==> config.mk <==
export PLATFORM = sky130hd
export DESIGN_NAME = wshb_arbiter_flat
export DESIGN_NICKNAME = d
export VERILOG_FILES = /design/src/rtl/wshb_pkg.sv /design/src/rtl/wshb_arbiter_if.sv /design/src/rtl/wshb_arbiter_rr_pick.sv /design/src/rtl/wshb_arbiter.sv /design/src/flat_wrapper.sv
export SDC_FILE = /design/constraint.sdc
export NUM_CORES = 1
export LEC_CHECK = 0
export ABC_AREA = 1
export CAP_MARGIN = 20
export CELL_PAD_IN_SITES_DETAIL_PLACEMENT = 0
export CELL_PAD_IN_SITES_GLOBAL_PLACEMENT = 1
export CORE_MARGIN = 2
export CORE_UTILIZATION = 13
export DETAILED_ROUTE_END_ITERATION = 8
export PLACE_DENSITY_LB_ADDON = 0.1
export SKIP_LAST_GASP = 1
export SLEW_MARGIN = 20
export SYNTH_ARGS = -nofsm -noshare
export SYNTH_HDL_FRONTEND = slang
export SYNTH_HIERARCHICAL = 1
export SYNTH_SLANG_ARGS = --single-unit
==> constraint.sdc <==
create_clock -name clk -period 3.4 [get_ports clk]
set_clock_uncertainty 0.15 [all_clocks]
set_input_delay 0.68 -clock clk [delete_from_list [all_inputs] [get_ports clk]]
set_output_delay 0.68 -clock clk [all_outputs]
set_load 0.02 [all_outputs]
==> src/rtl/wshb_pkg.sv <==
// Shared Wishbone definitions for the SDRAM port arbiter: default widths,
// cycle-type codes and the arbiter state type.
package wshb_pkg;

  localparam int WB_AW = 32;
  localparam int WB_DW = 32;

  localparam logic [2:0] CTI_CLASSIC = 3'b000;
  localparam logic [2:0] CTI_EOB     = 3'b111;
  localparam logic [1:0] BTE_LINEAR  = 2'b00;

  typedef enum logic {IDLE, GRANT} arb_state_t;

  // Width of an index into n masters (never below one bit).
  function automatic int idx_width(input int n);
    return (n > 1) ? $clog2(n) : 1;
  endfunction

endpackage

==> src/rtl/wshb_arbiter_if.sv <==
// Bundle of the per-master request side and the shared slave side of the
// SDRAM Wishbone arbiter.
interface wshb_arbiter_if
  import wshb_pkg::*;
#(
  parameter int N_MASTERS = 2,
  parameter int AW        = WB_AW,
  parameter int DW        = WB_DW
) ();

  logic [N_MASTERS-1:0]        m_cyc;
  logic [N_MASTERS-1:0]        m_stb;
  logic [N_MASTERS-1:0]        m_we;
  logic [N_MASTERS*AW-1:0]     m_adr;
  logic [N_MASTERS*DW/8-1:0]   m_sel;
  logic [N_MASTERS*DW-1:0]     m_dat_ms;
  logic [N_MASTERS*3-1:0]      m_cti;
  logic [N_MASTERS*2-1:0]      m_bte;
  logic [N_MASTERS-1:0]        m_ack;
  logic [DW-1:0]               m_dat_sm;

  logic                        s_cyc;
  logic                        s_stb;
  logic                        s_we;
  logic [AW-1:0]               s_adr;
  logic [DW/8-1:0]             s_sel;
  logic [DW-1:0]               s_dat_ms;
  logic [2:0]                  s_cti;
  logic [1:0]                  s_bte;
  logic                        s_ack;
  logic [DW-1:0]               s_dat_sm;

  // Arbiter view: slave to the masters, master towards the SDRAM controller.
  modport slave (
    input  m_cyc, m_stb, m_we, m_adr, m_sel, m_dat_ms, m_cti, m_bte,
    output m_ack, m_dat_sm,
    output s_cyc, s_stb, s_we, s_adr, s_sel, s_dat_ms, s_cti, s_bte,
    input  s_ack, s_dat_sm
  );

  // Environment view: the requesting masters plus the SDRAM slave.
  modport master (
    output m_cyc, m_stb, m_we, m_adr, m_sel, m_dat_ms, m_cti, m_bte,
    input  m_ack, m_dat_sm,
    input  s_cyc, s_stb, s_we, s_adr, s_sel, s_dat_ms, s_cti, s_bte,
    output s_ack, s_dat_sm
  );

endinterface

==> src/rtl/wshb_arbiter_rr_pick.sv <==
// Combinational round-robin picker: first requester after last_idx,
// scanning upwards modulo N.
module rr_pick #(
  parameter int N  = 2,
  parameter int IW = 1
) (
  input  logic [N-1:0]  req,
  input  logic [IW-1:0] last_idx,
  output logic [N-1:0]  winner,
  output logic [IW-1:0] winner_idx
);

  logic [IW:0]   pos_raw [N];
  logic [IW-1:0] pos     [N];
  logic [IW-1:0] acc     [N];
  logic [N-1:0]  rreq;
  logic [N-1:0]  first;

  // Slot gd holds the master at distance gd+1 from last_idx.
  genvar gi;
  generate
    for (gi = 0; gi < N; gi++) begin : g_slot
      assign pos_raw[gi] = {1'b0, last_idx} + (IW+1)'(gi + 1);
      assign pos[gi]     = (pos_raw[gi] >= (IW+1)'(N)) ? IW'(pos_raw[gi] - (IW+1)'(N))
                                                       : pos_raw[gi][IW-1:0];
      assign rreq[gi]    = req[pos[gi]];
      if (gi == 0) begin : g_head
        assign first[gi] = rreq[gi];
        assign acc[gi]   = rreq[gi] ? pos[gi] : '0;
      end else begin : g_tail
        assign first[gi] = rreq[gi] & ~(|rreq[gi-1:0]);
        assign acc[gi]   = acc[gi-1] | (first[gi] ? pos[gi] : '0);
      end
    end

    for (gi = 0; gi < N; gi++) begin : g_onehot
      assign winner[gi] = (|req) && (winner_idx == IW'(gi));
    end
  endgenerate

  assign winner_idx = acc[N-1];

endmodule

==> src/rtl/wshb_arbiter.sv <==
// Round-robin arbiter sharing the SDRAM Wishbone slave between N masters,
// with an optional acked-transfer cap per grant when others are waiting.
module wshb_arbiter
  import wshb_pkg::*;
#(
  parameter int N_MASTERS = 2,
  parameter int MAX_ACKS  = 64,
  parameter int AW        = WB_AW,
  parameter int DW        = WB_DW
) (
  input  logic                 clk,
  input  logic                 rst_n,
  wshb_arbiter_if.slave        bus,
  output logic [N_MASTERS-1:0] grant
);

  localparam int IW = idx_width(N_MASTERS);
  localparam int SW = DW / 8;
  localparam int CW = (MAX_ACKS > 0) ? $clog2(MAX_ACKS + 1) : 1;

  arb_state_t           state_reg, state_next;
  logic [N_MASTERS-1:0] grant_reg, grant_next;
  logic [IW-1:0]        last_idx_reg, last_idx_next;
  logic [CW-1:0]        ack_cnt_reg, ack_cnt_next;

  logic [N_MASTERS-1:0] pick_onehot;
  logic [IW-1:0]        pick_idx;

  logic [AW-1:0] adr_arr [N_MASTERS];
  logic [SW-1:0] sel_arr [N_MASTERS];
  logic [DW-1:0] dat_arr [N_MASTERS];
  logic [2:0]    cti_arr [N_MASTERS];
  logic [1:0]    bte_arr [N_MASTERS];

  genvar gi;
  generate
    for (gi = 0; gi < N_MASTERS; gi++) begin : g_unpack
      assign adr_arr[gi] = bus.m_adr[gi*AW +: AW];
      assign sel_arr[gi] = bus.m_sel[gi*SW +: SW];
      assign dat_arr[gi] = bus.m_dat_ms[gi*DW +: DW];
      assign cti_arr[gi] = bus.m_cti[gi*3 +: 3];
      assign bte_arr[gi] = bus.m_bte[gi*2 +: 2];
    end
  endgenerate

  rr_pick #(
    .N  (N_MASTERS),
    .IW (IW)
  ) u_pick (
    .req        (bus.m_cyc),
    .last_idx   (last_idx_reg),
    .winner     (pick_onehot),
    .winner_idx (pick_idx)
  );

  // While granted, last_idx_reg is the index of the owning master.
  logic g_cyc, g_stb, ack_evt, others_req, cnt_last;
  assign g_cyc      = bus.m_cyc[last_idx_reg];
  assign g_stb      = bus.m_stb[last_idx_reg];
  assign ack_evt    = (state_reg == GRANT) && bus.s_ack && g_stb;
  assign others_req = |(bus.m_cyc & ~grant_reg);
  assign cnt_last   = (MAX_ACKS != 0) && (int'(ack_cnt_reg) >= MAX_ACKS - 1);

  always_ff @(posedge clk or negedge rst_n) begin
    if (!rst_n) begin
      state_reg    <= IDLE;
      grant_reg    <= '0;
      last_idx_reg <= IW'(N_MASTERS - 1);
      ack_cnt_reg  <= '0;
    end else begin
      state_reg    <= state_next;
      grant_reg    <= grant_next;
      last_idx_reg <= last_idx_next;
      ack_cnt_reg  <= ack_cnt_next;
    end
  end

  always_comb begin
    state_next    = state_reg;
    grant_next    = grant_reg;
    last_idx_next = last_idx_reg;
    ack_cnt_next  = ack_cnt_reg;
    bus.s_cyc     = 1'b0;
    bus.s_stb     = 1'b0;
    bus.s_we      = 1'b0;
    bus.s_adr     = '0;
    bus.s_sel     = '0;
    bus.s_dat_ms  = '0;
    bus.s_cti     = '0;
    bus.s_bte     = '0;
    bus.m_ack     = '0;
    bus.m_dat_sm  = bus.s_dat_sm;

    case (state_reg)
      IDLE: begin
        if (|bus.m_cyc) begin
          state_next    = GRANT;
          grant_next    = pick_onehot;
          last_idx_next = pick_idx;
          ack_cnt_next  = '0;
        end
      end
      GRANT: begin
        bus.s_cyc    = g_cyc;
        bus.s_stb    = g_stb;
        bus.s_we     = bus.m_we[last_idx_reg];
        bus.s_adr    = adr_arr[last_idx_reg];
        bus.s_sel    = sel_arr[last_idx_reg];
        bus.s_dat_ms = dat_arr[last_idx_reg];
        bus.s_cti    = cti_arr[last_idx_reg];
        bus.s_bte    = bte_arr[last_idx_reg];
        bus.m_ack    = grant_reg & {N_MASTERS{ack_evt}};
        if (ack_evt && (int'(ack_cnt_reg) < MAX_ACKS)) begin
          ack_cnt_next = ack_cnt_reg + 1'b1;
        end
        // Pre-emption only on an ack edge, so no transfer is ever cut short.
        if (!g_cyc || (ack_evt && cnt_last && others_req)) begin
          state_next = IDLE;
          grant_next = '0;
        end
      end
      default: state_next = IDLE;
    endcase
  end

  assign grant = grant_reg;

endmodule

==> src/flat_wrapper.sv <==
// flat-port wrapper written by rule: the top's interface ports become plain ports
module wshb_arbiter_flat import wshb_pkg::*;
#(
  parameter int N_MASTERS = 2,
  parameter int MAX_ACKS  = 64,
  parameter int AW        = WB_AW,
  parameter int DW        = WB_DW
)
  (clk, rst_n, grant, bus_m_cyc, bus_m_stb, bus_m_we, bus_m_adr, bus_m_sel, bus_m_dat_ms, bus_m_cti, bus_m_bte, bus_m_ack, bus_m_dat_sm, bus_s_cyc, bus_s_stb, bus_s_we, bus_s_adr, bus_s_sel, bus_s_dat_ms, bus_s_cti, bus_s_bte, bus_s_ack, bus_s_dat_sm);
  wshb_arbiter_if #(.N_MASTERS(N_MASTERS), .AW(AW), .DW(DW)) bus_i ();
  input  logic clk;
  input  logic rst_n;
  output logic [N_MASTERS-1:0] grant;
  input wire logic [$bits(bus_i.m_cyc)-1:0] bus_m_cyc;
  input wire logic [$bits(bus_i.m_stb)-1:0] bus_m_stb;
  input wire logic [$bits(bus_i.m_we)-1:0] bus_m_we;
  input wire logic [$bits(bus_i.m_adr)-1:0] bus_m_adr;
  input wire logic [$bits(bus_i.m_sel)-1:0] bus_m_sel;
  input wire logic [$bits(bus_i.m_dat_ms)-1:0] bus_m_dat_ms;
  input wire logic [$bits(bus_i.m_cti)-1:0] bus_m_cti;
  input wire logic [$bits(bus_i.m_bte)-1:0] bus_m_bte;
  output wire logic [$bits(bus_i.m_ack)-1:0] bus_m_ack;
  output wire logic [$bits(bus_i.m_dat_sm)-1:0] bus_m_dat_sm;
  output wire logic [$bits(bus_i.s_cyc)-1:0] bus_s_cyc;
  output wire logic [$bits(bus_i.s_stb)-1:0] bus_s_stb;
  output wire logic [$bits(bus_i.s_we)-1:0] bus_s_we;
  output wire logic [$bits(bus_i.s_adr)-1:0] bus_s_adr;
  output wire logic [$bits(bus_i.s_sel)-1:0] bus_s_sel;
  output wire logic [$bits(bus_i.s_dat_ms)-1:0] bus_s_dat_ms;
  output wire logic [$bits(bus_i.s_cti)-1:0] bus_s_cti;
  output wire logic [$bits(bus_i.s_bte)-1:0] bus_s_bte;
  input wire logic [$bits(bus_i.s_ack)-1:0] bus_s_ack;
  input wire logic [$bits(bus_i.s_dat_sm)-1:0] bus_s_dat_sm;
  assign bus_i.m_cyc = bus_m_cyc;
  assign bus_i.m_stb = bus_m_stb;
  assign bus_i.m_we = bus_m_we;
  assign bus_i.m_adr = bus_m_adr;
  assign bus_i.m_sel = bus_m_sel;
  assign bus_i.m_dat_ms = bus_m_dat_ms;
  assign bus_i.m_cti = bus_m_cti;
  assign bus_i.m_bte = bus_m_bte;
  assign bus_m_ack = bus_i.m_ack;
  assign bus_m_dat_sm = bus_i.m_dat_sm;
  assign bus_s_cyc = bus_i.s_cyc;
  assign bus_s_stb = bus_i.s_stb;
  assign bus_s_we = bus_i.s_we;
  assign bus_s_adr = bus_i.s_adr;
  assign bus_s_sel = bus_i.s_sel;
  assign bus_s_dat_ms = bus_i.s_dat_ms;
  assign bus_s_cti = bus_i.s_cti;
  assign bus_s_bte = bus_i.s_bte;
  assign bus_i.s_ack = bus_s_ack;
  assign bus_i.s_dat_sm = bus_s_dat_sm;
  wshb_arbiter #(.N_MASTERS(N_MASTERS), .MAX_ACKS(MAX_ACKS), .AW(AW), .DW(DW)) u_core (.clk(clk), .rst_n(rst_n), .bus(bus_i), .grant(grant));
endmodule
==> summary.txt <==
Status
  – Status: finished clean

Worst setup path
  – Worst Path Arrival: 2.24 ns
  – WS Path Type: flip-flop to output pin
  – Critical Path End Type: output pin
  – CP required: 2.57 ns
  – Reg2Reg Depth: 8
  – Crit path max fanout: 26
  – End point of the critical path: bus_s_dat_ms[9]
  – Worst Setup Start Kind: flip-flop
  – RR Startpoint: u_core/last_idx_reg
  – Critical R2R Capture: u_core/ack_cnt_reg[5]
  – Worst reg2reg setup slack: 1.51 ns
  – Worst Setup SP: u_core/last_idx_reg

GRT
  – First-pass GRT wire length: 15.9 mm
  – All-Layer GR Usage: 0.121
  – Largest net degree at the start of global routing: 45
  – Initial antenna violation count: 0
  – Number of global-route vias before repair: 2,808
  – Grt ovf: 0

Logic synthesis
  – Mean Syn Cell Area: 5.26 sq um
  – Sequential area share after synthesis: 0.140
  – Main flop type after synthesis: dfrtp_1
  – Synthesis Warnings: 6
  – Count leader, synth: nor2_1
  – Library cells used by synthesis: 19
  – Synth Register Bits: 11
  – Cell area after synthesis: 1970 sq um
  – Synth top cells by count: 159 x nor2_1, 77 x o21ai_0, 32 x buf_4, 32 x nand2_1, 16 x clkbuf_1
  – Syn_nets: 563
  – Synth top area cells: nor2_1 30%, o21ai_0 20%, dfrtp_1 13%
  – Cell count after synthesis: 375
  – Asr flop ratio synth: 1.00
  – Number of synthesized flops with an enable pin: 0
  – Leading area contributor after synthesis: nor2_1
  – Post-synth top area share: 0.303

Power and ir drop
  – Worst vdd ir: 296 uV
  – Seq pwr share: 0.080
  – Power share of the clock group: 0.067
  – Sw Share: 0.519
  – Internal power: 1.56 mW
  – Power share of the combinational group: 0.853
  – Net Switching: 1.68 mW
  – Pwr Density: 746 nW/um^2
  – Leakage power: 1.77 nW

Floorplanning
  – Rows: 45
  – Core area: 15,000 sq um
  – Die area: 16,200 sq um
  – Die X: 127 microns
  – Die height: 127 microns
  – Initial Utilization: 0.131
  – Io pins: 299

Detailed routing
  – 1st-pass router iterations: 4
  – DRC violations left: 0
  – DRT iter0 DRCs: 89
  – ANT nets after route: 0
  – Routed len/inst: 13.8 microns
  – Total number of vias: 2,975
  – Vias per cell: 3.96
  – WL final: 10.4 mm

Timing
  – Max Clock Freq: 326 MHz
  – Max Slew Vio Count: 0
  – Min Hold Slack: 0.368 ns
  – Relative slew margins: 0.641
  – Tmin final: 3.07 ns
  – Final Hold Viols: 0
  – Setup TNS: 0 ns
  – Final Cycle Share: 0.903
  – Endpoints failing setup: 0
  – RSZ-0062 raised after global routing: false
  – Post-route setup slack: 0.329 ns
  – Slew @ Worst Pin: 0.536 ns

Clock tree
  – H-Tree Depth: 1
  – CTS tree: done
  – Cts bufs inserted: 3
  – Clock transition at path regs: 0.04 ns
  – Root Driver: clkbuf_16
  – Setup repair bufs after CTS: 0
  – Clk sinks: 11
  – Clk_lat worst skew: 0.24 ns
  – CTS resizes: 0
  – Hold-fix buffers at CTS: 0
  – Clock buffer depth: 2

Finish
  – Layout cell share with drive strength beyond 1: 0.0479
  – Final core utilization: 0.289
  – Diodes inserted: 0
  – Nets@finish: 753
  – Area Overhead vs Synth: 120%
  – Max reg flops: 7

Place
  – Final GP Congestion: 0.772
  – Hpwl dp: 8.23 mm
  – Worst slack, placed: 0.416 ns
  – PortBufs: 234

Flow run
  – Total of max-cap violations: 0

Hold path
  – Worst Hold Class: flip-flop to flip-flop
## worst min path at each step
stage / startpoint / to / depth (start not counted)
global placement: u_core/ack_cnt_reg[1] / u_core/ack_cnt_reg[1] / 2
detailed placement: u_core/ack_cnt_reg[1] / u_core/ack_cnt_reg[1] / 2
CTS: u_core/ack_cnt_reg[1] / u_core/ack_cnt_reg[1] / 2
floorplan: rst_n / u_core/ack_cnt_reg[0] / 0
global route: u_core/ack_cnt_reg[1] / u_core/ack_cnt_reg[1] / 2
finish: u_core/ack_cnt_reg[1] / u_core/ack_cnt_reg[1] / 2
## final cells by class
type	instances	area, sq um
fillers	1657	10700
inverters	15	58.8
clock buffers	4	78.8
flip-flops and latches	11	278
repair buffers	242	2410
well taps	188	235
multi-input cells	292	1280
## power by group through the flow
stage	Clock (mW)	Combinational (mW)	Sequential [mW]
after floorplan	0	1.53	0.218
after detailed placement	0	2.81	0.270
final	0.217	2.77	0.260
after global routing	0.230	3.01	0.277
after CTS	0.222	2.83	0.268
after global placement	0	2.83	0.271
## cell families after synthesis
group,count (synthesis),synth area share
and+or+nand+nor,204,0.416
adders and majority gates,1,0.00634
AOI/OAI and AO/OA,87,0.227
DFF,11,0.140
buffers and inverters,72,0.211
## cells in the final DEF (no fill, tap or decap)
cell and n:
dfrtp_1 9, buf_12 1, o21ai_0 77, clkdlybuf4s50_1 234, dfrtp_2 1, nand2_1 32
nand3_1 3, inv_1 14, clkbuf_16 3, a21oi_2 2, clkbuf_1 1, a21oi_1 7
buf_4 7, nand2_2 4, nor2_1 159, dfstp_2 1, nand3_2 5, o21ai_2 1
inv_4 1, ha_1 1, nand4_2 1
## stage by stage
step           area, sq um  power, mW  instances
2_1_floorplan         1970       1.75        375
3_3_place_gp          4270       3.10        748
3_5_place_dp          4270       3.08        748
4_1_cts               4340       3.32        752
5_1_grt               4340       3.52        752
6_report              4340       3.24        752
## routing by layer
| layer | routed length [microns] | track usage |
|---|---|---|
| met1 | 4110 | 0.141 |
| met2 | 5400 | 0.234 |
| met3 | 845 | 0.0281 |
| met4 | 30 | 0.00776 |
| met5 | 0 | 0 |
## worst max-delay path, cell delays in order, from the launching register on
cell and delay (ns):
dfstp_2 0.78, buf_4 0.34, o21ai_0 0.13, nor2_1 0.11, clkdlybuf4s50_1 0.64
Note: power is estimated with default switching activity, not from simulation.
